<file path="src/rtl/fifo_ctrl_pkg.sv">
// Shared definitions for the round-robin FIFO transfer controller:
// FSM state encoding, port count and destination-field geometry.
package fifo_ctrl_pkg;

  // Number of source and destination FIFOs; the arbiter is built for exactly four.
  localparam int NUM_PORTS = 4;

  // Width of a port index (source or destination).
  localparam int IDX_W = 2;

  // The destination index occupies the DST_W most significant bits of a word.
  localparam int DST_W = 2;

  // Width of the OR-reduced error vector (four sources plus four destinations).
  localparam int ERR_W = 8;

  // Round-robin pointer value after reset, so that source 0 is searched first.
  localparam logic [IDX_W-1:0] LAST_RESET = 2'd3;

  // Controller states; the numeric values are visible on the state output.
  typedef enum logic [2:0] {
    ST_RESET  = 3'd0,
    ST_INIT   = 3'd1,
    ST_IDLE   = 3'd2,
    ST_ACTIVE = 3'd3,
    ST_ERROR  = 3'd4
  } state_e;

  // Convert a port index into a one-hot strobe vector.
  function automatic logic [NUM_PORTS-1:0] idx_to_onehot(input logic [IDX_W-1:0] idx);
    logic [NUM_PORTS-1:0] one;
    one = {{(NUM_PORTS-1){1'b0}}, 1'b1};
    return one << idx;
  endfunction

endpackage

</file>
<file path="src/rtl/rr_arbiter_4.sv">
// Four-way round-robin arbiter, purely combinational.
// The search starts at the requester after 'last' and wraps around, so the
// previously granted requester is reconsidered only after every other one.
module rr_arbiter_4
  import fifo_ctrl_pkg::*;
(
  input  logic [3:0] req,
  input  logic [1:0] last,
  output logic [3:0] grant,
  output logic [1:0] idx,
  output logic       any
);

  logic [1:0] cand;

  // Walk last+1 .. last+4 (mod 4) and keep the first requester found.
  always_comb begin
    grant = '0;
    idx   = last;
    any   = 1'b0;
    cand  = last;
    for (int k = 1; k <= 4; k++) begin
      cand = last + 2'(k);
      if (!any && req[cand]) begin
        any = 1'b1;
        idx = cand;
      end
    end
    if (any) begin
      grant = idx_to_onehot(idx);
    end
  end

endmodule

</file>
<file path="src/rtl/fifo_arbiter_rr.sv">
// Round-robin transfer controller between four source FIFOs and four
// destination FIFOs. One non-empty source is popped per cycle; the word it
// returns one cycle later is pushed to the destination named by its two MSBs.
// The controller also distributes the alto/bajo thresholds and freezes all
// traffic once any FIFO reports an error.
//
// Handshake: a pop is a single-cycle strobe that the source FIFO always
// accepts (it is only issued to a non-empty source); the source presents the
// word on src_data in the next cycle, and that same cycle carries the matching
// dst_push strobe and dst_data. Destinations never stall a push in flight:
// almost_full on any destination only prevents new pops.
module fifo_arbiter_rr
  import fifo_ctrl_pkg::*;
#(
  parameter int DATA_WIDTH = 10,
  parameter int NUM_PORTS  = fifo_ctrl_pkg::NUM_PORTS
) (
  input  logic                            clk,
  input  logic                            reset,
  input  logic                            init,
  input  logic [2:0]                      alto_in,
  input  logic [2:0]                      bajo_in,
  output logic [2:0]                      alto,
  output logic [2:0]                      bajo,
  input  logic [NUM_PORTS-1:0]            src_empty,
  input  logic [NUM_PORTS*DATA_WIDTH-1:0] src_data,
  output logic [NUM_PORTS-1:0]            src_pop,
  input  logic [NUM_PORTS-1:0]            dst_almost_full,
  output logic [NUM_PORTS-1:0]            dst_push,
  output logic [DATA_WIDTH-1:0]           dst_data,
  input  logic [ERR_W-1:0]                fifo_error,
  output logic [2:0]                      state,
  output logic                            idle
);

  // Registered state.
  state_e                state_q, state_d;
  logic [IDX_W-1:0]      last_q, last_d;
  logic                  pend_q, pend_d;
  logic [IDX_W-1:0]      pend_idx_q, pend_idx_d;
  logic [2:0]            alto_q, alto_d;
  logic [2:0]            bajo_q, bajo_d;
  logic                  idle_q, idle_d;

  // Arbiter interface.
  logic [NUM_PORTS-1:0]  req;
  logic [NUM_PORTS-1:0]  arb_grant;
  logic [IDX_W-1:0]      arb_idx;
  logic                  arb_any;

  // Qualifiers.
  logic                  any_afull;
  logic                  any_err;
  logic                  pop_fire;
  logic                  push_live;
  logic [DATA_WIDTH-1:0] pend_word;

  assign req       = ~src_empty;
  assign any_afull = |dst_almost_full;
  assign any_err   = |fifo_error;

  rr_arbiter_4 u_arb (
    .req   (req),
    .last  (last_q),
    .grant (arb_grant),
    .idx   (arb_idx),
    .any   (arb_any)
  );

  // A pop needs ACTIVE, no reconfiguration request, no almost-full anywhere
  // (the destination is not known until the word arrives) and no error this
  // cycle, so nothing new is launched on the cycle an error shows up.
  always_comb begin
    pop_fire = (state_q == ST_ACTIVE) && !init && !any_afull && !any_err && arb_any;
  end

  // Next-state selection; an error outranks every other transition except
  // leaving RESET, and ERROR is only left through reset.
  always_comb begin
    state_d = state_q;
    if (state_q == ST_RESET) begin
      state_d = ST_INIT;
    end else if (any_err) begin
      state_d = ST_ERROR;
    end else begin
      case (state_q)
        ST_INIT: begin
          if (!init) state_d = ST_IDLE;
        end
        ST_IDLE: begin
          if (init)                         state_d = ST_INIT;
          else if (arb_any && !any_afull)   state_d = ST_ACTIVE;
        end
        ST_ACTIVE: begin
          if (init)                         state_d = ST_INIT;
          else if (!arb_any || any_afull)   state_d = ST_IDLE;
        end
        default: begin
          state_d = state_q;
        end
      endcase
    end
  end

  // Pointer update and push pipeline: the granted index travels one cycle
  // alongside the pop so the returning word can be picked from the right source.
  always_comb begin
    last_d     = last_q;
    pend_d     = pop_fire;
    pend_idx_d = pend_idx_q;
    if (pop_fire) begin
      last_d     = arb_idx;
      pend_idx_d = arb_idx;
    end
  end

  // Thresholds follow the inputs for every cycle spent in INIT and hold otherwise.
  always_comb begin
    alto_d = alto_q;
    bajo_d = bajo_q;
    if (state_q == ST_INIT) begin
      alto_d = alto_in;
      bajo_d = bajo_in;
    end
    idle_d = (state_d == ST_IDLE);
  end

  // All controller flops; reset is asynchronous so a transfer in flight is
  // abandoned the moment reset rises.
  always_ff @(posedge clk or posedge reset) begin
    if (reset) begin
      state_q    <= ST_RESET;
      last_q     <= LAST_RESET;
      pend_q     <= 1'b0;
      pend_idx_q <= '0;
      alto_q     <= '0;
      bajo_q     <= '0;
      idle_q     <= 1'b0;
    end else begin
      state_q    <= state_d;
      last_q     <= last_d;
      pend_q     <= pend_d;
      pend_idx_q <= pend_idx_d;
      alto_q     <= alto_d;
      bajo_q     <= bajo_d;
      idle_q     <= idle_d;
    end
  end

  // Select the word returned by the source popped last cycle.
  always_comb begin
    pend_word = '0;
    for (int i = 0; i < NUM_PORTS; i++) begin
      if (pend_idx_q == IDX_W'(i)) begin
        pend_word = src_data[i*DATA_WIDTH +: DATA_WIDTH];
      end
    end
  end

  // A pending push completes in any state except ERROR, where it is dropped.
  always_comb begin
    push_live = pend_q && (state_q != ST_ERROR);
    dst_data  = push_live ? pend_word : '0;
    dst_push  = push_live ? idx_to_onehot(pend_word[DATA_WIDTH-1 -: DST_W]) : '0;
    src_pop   = pop_fire ? arb_grant : '0;
  end

  assign alto  = alto_q;
  assign bajo  = bajo_q;
  assign state = state_q;
  assign idle  = idle_q;

endmodule
</file>
<file path="config.mk">
export PLATFORM = sky130hd
export DESIGN_NAME = fifo_arbiter_rr
export DESIGN_NICKNAME = d
export VERILOG_FILES = /design/src/rtl/fifo_ctrl_pkg.sv /design/src/rtl/rr_arbiter_4.sv /design/src/rtl/fifo_arbiter_rr.sv
export SDC_FILE = /design/constraint.sdc
export NUM_CORES = 1
export LEC_CHECK = 0
export ABC_CLOCK_PERIOD_IN_PS = 2330
export CAP_MARGIN = 0
export CELL_PAD_IN_SITES_DETAIL_PLACEMENT = 1
export CELL_PAD_IN_SITES_GLOBAL_PLACEMENT = 1
export CORE_MARGIN = 3
export CORE_UTILIZATION = 22
export DETAILED_ROUTE_END_ITERATION = 12
export PLACE_DENSITY = 0.91
export SLEW_MARGIN = 5
export SYNTH_ARGS = -nofsm -noshare
export SYNTH_HDL_FRONTEND = slang
export SYNTH_SLANG_ARGS = --single-unit
export TNS_END_PERCENT = 1
</file>
<file path="constraint.sdc">
create_clock -name clk -period 2.33 [get_ports clk]
set_clock_uncertainty 0.05 [all_clocks]
set_input_delay 0.466 -clock clk [delete_from_list [all_inputs] [get_ports clk]]
set_output_delay 0.466 -clock clk [all_outputs]
set_load 0.02 [all_outputs]
</file>
* After elaboration in Yosys (flattened, before gate mapping) *
Cells that the tools add are included.

word-level totals
  logic and storage cells = 78
  input bits = 65
  bits in registers = 15

cells by class
  shift operators = 2
  reduce and logical (&&, ||, !) cells = 21
  multiplexer cells = 32
  equality and inequality tests = 8
  $lt $le $gt $ge = 4
  bitwise logic cells = 1
  add/subtract/negate cells = 3

operators with widths
  operator                                                                      count
  10-bit 2-to-1 mux                                                             5
  3-bit 2-to-1 mux                                                              7
  2-bit by 3-bit less-than comparator with 1-bit output, second input constant  4
  4-bit 2-to-1 mux                                                              3
  3-bit by 2-bit == test with 1-bit output, second input constant               3
  1-bit logical AND                                                             9
  3-bit one-hot mux with 3 select lines                                         1
  1-bit binary-select mux with 2-bit select                                     4
  1-bit 2-to-1 mux                                                              8
  2-bit 2-to-1 mux                                                              4
  8-bit OR reduction                                                            1
  1-bit by 2-bit << shifter with 4-bit output, first input constant             2
  1-bit logical NOT                                                             7
  2-bit adder, second input constant                                            2
  2-bit == test, second input constant                                          2
  4-bit inverter                                                                1
  4-bit OR reduction                                                            1
  3-bit by 1-bit == test with 1-bit output, second input constant               1
  3-bit logical NOT                                                             1
  3-bit != test, second input constant                                          1
  2-bit by 1-bit adder with 2-bit output, second input constant                 1
  2-bit by 1-bit == test with 1-bit output, second input constant               1
  2-bit logical NOT                                                             1
  1-bit logical OR                                                              1

* Longest topological paths before layout *
  word-level depth = 21
  gate-level depth with buffers = 4

* Cells and area by module *
A second synthesis with hierarchy kept.

second synthesis, totals
  cell total of the unflattened synthesis = 116
  area total of the unflattened synthesis = 1,206.2 um2

by module, submodules not included
  module           cells each  area an instance (um2)  times used
  fifo_arbiter_rr  84          1,001.0                 1
  rr_arbiter_4     32          205.2                   1

* Worst setup path after synthesis *
OpenSTA, ideal clock, no wires.

  kind = input to output
  start point = input dst_almost_full[1]
  end point = output src_pop[0]
  required time = 1,814 ps
  slack = -57 ps
  arrival time = 1,871 ps
  cell stages on the path = 4
  buffers on the path = 0
  path through = nor4_2 nand3_1 nor4_4 nor3b_1

on the way
  word-level cells in the longest chain between the ends = 6

ends and longest elaborated chain
  what                             RTL line                RTL
  start: declaration               fifo_arbiter_rr.sv:28   input logic [NUM_PORTS-1:0] dst_almost_full,
  4-bit OR reduction               fifo_arbiter_rr.sv:59   assign any_afull = |dst_almost_full;
  1-bit logical NOT                fifo_arbiter_rr.sv:74   pop_fire = (state_q == ST_ACTIVE) && !init && !any_afull && !any_err && arb_any;
  1-bit logical AND (3 in series)  fifo_arbiter_rr.sv:74
  named net pend_d                 fifo_arbiter_rr.sv:39   logic pend_q, pend_d;
  4-bit 2-to-1 mux                 fifo_arbiter_rr.sv:165  src_pop = pop_fire ? arb_grant : '0;
  end: declaration                 fifo_arbiter_rr.sv:27   output logic [NUM_PORTS-1:0] src_pop,

The timed path passes the listed nets, and every way through them passes these cells.

* Worst setup path after layout *
  start point = register last_q[1]
  end point = output src_pop[2]

on the way
  word-level cells in the longest chain between the ends = 16

ends and longest elaborated chain
  what                                         RTL line                RTL
  start: declaration                           fifo_arbiter_rr.sv:38   logic [IDX_W-1:0] last_q, last_d;
  start signal: assignment                     fifo_arbiter_rr.sv:141  last_q <= last_d;
  2-bit by 1-bit adder with 2-bit output       rr_arbiter_4.sv:23      cand = last + 2'(k);
  1-bit binary-select mux with 2-bit select    rr_arbiter_4.sv:24      if (!any && req[cand]) begin
  1-bit 2-to-1 mux (not written as such)       rr_arbiter_4.sv:24
  1-bit 2-to-1 mux                             rr_arbiter_4.sv:24
  1-bit logical NOT                            rr_arbiter_4.sv:24
  1-bit logical AND                            rr_arbiter_4.sv:24
  1-bit 2-to-1 mux                             rr_arbiter_4.sv:24
  1-bit logical NOT                            rr_arbiter_4.sv:24
  1-bit logical AND                            rr_arbiter_4.sv:24
  1-bit 2-to-1 mux                             rr_arbiter_4.sv:24
  1-bit logical NOT                            rr_arbiter_4.sv:24
  1-bit logical AND                            rr_arbiter_4.sv:24
  2-bit 2-to-1 mux                             rr_arbiter_4.sv:24
  1-bit by 2-bit << shifter with 4-bit output  fifo_ctrl_pkg.sv:33     return one << idx;
  4-bit 2-to-1 mux                             rr_arbiter_4.sv:29      if (any) begin
  4-bit 2-to-1 mux *                           fifo_arbiter_rr.sv:165

Mark *: on every way between the ends. The rest lies on a longest branch, timed or not. The select of a mux whose other input is x is not followed.

==> flow_metrics.env <==
export IMPL_final_antenna_net_count=0
export IMPL_core_area_sq_mm=0.00453
export IMPL_whs_ns=0.453
export IMPL_cts_hold_buf=0
export IMPL_grt_pass1_vias=1419
export IMPL_synth_distinct_cells=29
export IMPL_grt_pass1_wl_mm=6.76
export IMPL_cts_made_buffers=3
export IMPL_period_share_pct=101
export IMPL_die_x_um=75.8
export IMPL_root_buffer="clkbuf_8"
export IMPL_drive_above_1_share_pct=44.9
export IMPL_irDropWorstVdd_mv=0.167
export IMPL_start_util_pct=23.6
export IMPL_final_cell_mix="54 x clkdlybuf4s50_1, 28 x buf_4, 12 x dfrtp_1, 10 x mux2_2, 10 x mux4_2"
export IMPL_final_common_cell="clkdlybuf4s50_1"
export IMPL_dp_hpwl_mm=3.59
export IMPL_multiInputGateArea_sq_um=783
export IMPL_dr_pass1_iters=4
export IMPL_p_per_area_mw_per_mm2=279
export IMPL_rr_worst_depth=6
export IMPL_setup_viol=2
export IMPL_synth_warning_count=0
export IMPL_p_leak_nw=1.09
export IMPL_critical_path_arrival_ns=1.84
export IMPL_die_h_um=75.8
export IMPL_n_antenna_cell=0
export IMPL_final_max_slew_viol_count=0
export IMPL_syn2layout_area_growth_pct=125
export IMPL_startpoint_type="register"
export IMPL_grt_start_max_net_pins=16
export IMPL_worst_pin_slew_ns=0.603
export IMPL_rsz0062_at_grt="true"
export IMPL_seq_power_share_pct=39.9
export IMPL_ys_seq_area_share_pct=35.2
export IMPL_maxCapViolCount=0
export IMPL_final_hold_viol_count=0
export IMPL_cts_tree="built"
export IMPL_fin_ws_ns=-0.0264
export IMPL_syn_nets=157
export IMPL_r2r_start="last_q[1]"
export IMPL_synth_seq_cells=15
export IMPL_violations="setup timing"
export IMPL_fillCellCount=486
export IMPL_cts_sinks=15
export IMPL_final_area_sq_mm=0.00242
export IMPL_p_comb_share_pct=28.8
export IMPL_max_slew_margin_rel_pct=59.8
export IMPL_place_congestion=0.784
export IMPL_synthesis_area_sq_mm=0.00107
export IMPL_r2r_slack_ns=0.51
export IMPL_syn_inst=92
export IMPL_cp_required_ns=1.81
export IMPL_power_switching_mw=0.153
export IMPL_fmax_mhz=424
export IMPL_status="finished with violations"
export IMPL_cts_max_path_buffers=2
export IMPL_vias=1278
export IMPL_p_int_mw=0.521
export IMPL_portBuffers=92
export IMPL_rows=24
export IMPL_hold_end="bajo[2]"
export IMPL_ios=93
export IMPL_grtUsageTotal_pct=15.5
export IMPL_sw_frac_of_total_pct=22.7
export IMPL_hold_class="register to register"
export IMPL_r2r_end="pend_idx_q[0]"
export IMPL_grt_ovfl_total=0
export IMPL_drc=0
export IMPL_synth_avg_cell_area_sq_um=11.7
export IMPL_crit_type="register to primary output"
export IMPL_worst_setup_path_end_kind="primary output"
export IMPL_min_from="bajo[2]"
export IMPL_antenna_found_initial=0
export IMPL_drt_wl_total_mm=4.57
export IMPL_pwr_share_clk_pct=31.3
export IMPL_placed_area_sq_mm=0.00222
export IMPL_clock_latency_ns=0.24
export IMPL_h_tree_depth=1
export IMPL_fin_crit_ns=2.36
export IMPL_wl_per_cell_um=16.4
export IMPL_dieArea_sq_mm=0.00575
export IMPL_path_max_fanout=5
export IMPL_drt_iter0_markers=16
export IMPL_vias_per_cell=4.58
export IMPL_whs_path_depth=1
export IMPL_final_nets=280
export IMPL_seq_area_sq_um=379
export IMPL_clk_pin_slew_ns=0.06
[final cells by class]
type                    instances  area share (%)
clock buffers                   4            1.86
well taps                      65            3.36
multi-input cells              69            32.4
inverters                       6           0.932
flip-flops and latches         15            15.7
repair buffers                120            45.8
[Yosys cell counts]
library cell | instances | share of area (%)
buf_2 | 1 | 0.47
and2_1 | 3 | 1.8
and3_2 | 2 | 1.4
dfrtp_1 | 13 | 30
mux2_2 | 10 | 11
nor4_4 | 1 | 2.0
a31oi_1 | 1 | 0.58
clkbuf_1 | 1 | 0.35
a221oi_1 | 1 | 0.82
nand3_1 | 1 | 0.47
nor4_2 | 2 | 2.3
a2111oi_0 | 1 | 0.82
and3_1 | 9 | 5.3
a211o_1 | 1 | 0.82
nor2b_1 | 1 | 0.58
mux4_2 | 10 | 21
nand2_1 | 6 | 2.1
or2b_1 | 1 | 0.70
inv_1 | 6 | 2.1
o21ai_0 | 1 | 0.47
nor3_1 | 2 | 0.93
o22ai_1 | 1 | 0.58
nor2_1 | 4 | 1.4
nand4_1 | 1 | 0.58
nor4_1 | 2 | 1.2
a211oi_1 | 2 | 1.4
nor3b_1 | 4 | 2.8
a21o_1 | 2 | 1.4
dfstp_2 | 2 | 4.9
[kinds of logic (layout without fill, tap and decap cells)]
| kind of cell | after synthesis | after routing | synth area share (%) |
|---|---|---|---|
| AND/OR/NAND/NOR | 39 | 39 | 23.5 |
| multiplexers | 20 | 20 | 31.5 |
| flip-flops | 15 | 15 | 35.2 |
| AO/OA/AOI/OAI | 10 | 10 | 6.88 |
| buffers and inverters | 8 | 130 | 2.92 |
[state kept, by name, summed over array words and instances, names as in the netlist]
register	count
alto	3
bajo	3
state	3
last_q	2
pend_idx_q	2
idle	1
pend_q	1
[power by group through the flow]
stage | combinational (mW) | clock (mW) | sequential (mW)
after floorplan | 0.0334 | 0 | 0.281
after global placement | 0.177 | 0 | 0.273
after detailed placement | 0.183 | 0 | 0.274
after CTS | 0.189 | 0.216 | 0.269
after global routing | 0.208 | 0.233 | 0.270
final | 0.194 | 0.211 | 0.269
[worst max path at each step]
stage | from | depth (start not counted) | slack (ns) | end
6_report | last_q[1] | 6 | -0.03 | src_pop[2]
2_1_floorplan | dst_almost_full[1] | 4 | -0.06 | src_pop[1]
5_1_grt | last_q[1] | 6 | -0.10 | src_pop[2]
3_3_place_gp | dst_almost_full[1] | 6 | -0.70 | src_pop[1]
4_1_cts | pend_idx_q[0] | 4 | -0.07 | dst_data[5]
3_5_place_dp | dst_almost_full[1] | 6 | -0.77 | src_pop[1]
[metal layers]
metal | vias up | global-route usage, % | part of all wire [%]
met3 | 2 | 3.56 | 9.4
met2 | 63 | 32.3 | 56
met4 | 0 | 1.75 | 0.31
li1 | 605 | - | -
met1 | 608 | 15.6 | 34
met5 | - | 0 | 0
[repair_timing]
action / 4_1_cts / 5_1_grt
pin swaps: 10 / 7
buffers inserted: 5 / 3
setup endpoints to repair: 18 / 16
hold endpoints to repair: 0 / 0
resized for setup: 109 / 33
[worst max-delay path: stages, from the launching register on]
cell and delay [ns]:
dfstp_2 0.59, nor3b_2 0.27, a2111oi_4 0.10, a31oi_4 0.22, buf_4 0.14, and3_4 0.16, buf_6 0.11
[metrics by stage]
step	utilization, %	cells	setup WS [ns]	setup TNS [ns]	power [mW]
finish	53.3	279	-0.0264	-0.0375	0.674
global route	53.3	279	-0.100	-0.431	0.711
CTS	51.6	276	-0.0688	-0.245	0.674
detailed placement	49.0	267	-0.767	-7.63	0.456
global placement	49.0	267	-0.704	-6.93	0.450
floorplan	-	92	-0.0555	-0.0555	0.314
Power figures use the tool's default switching activity.
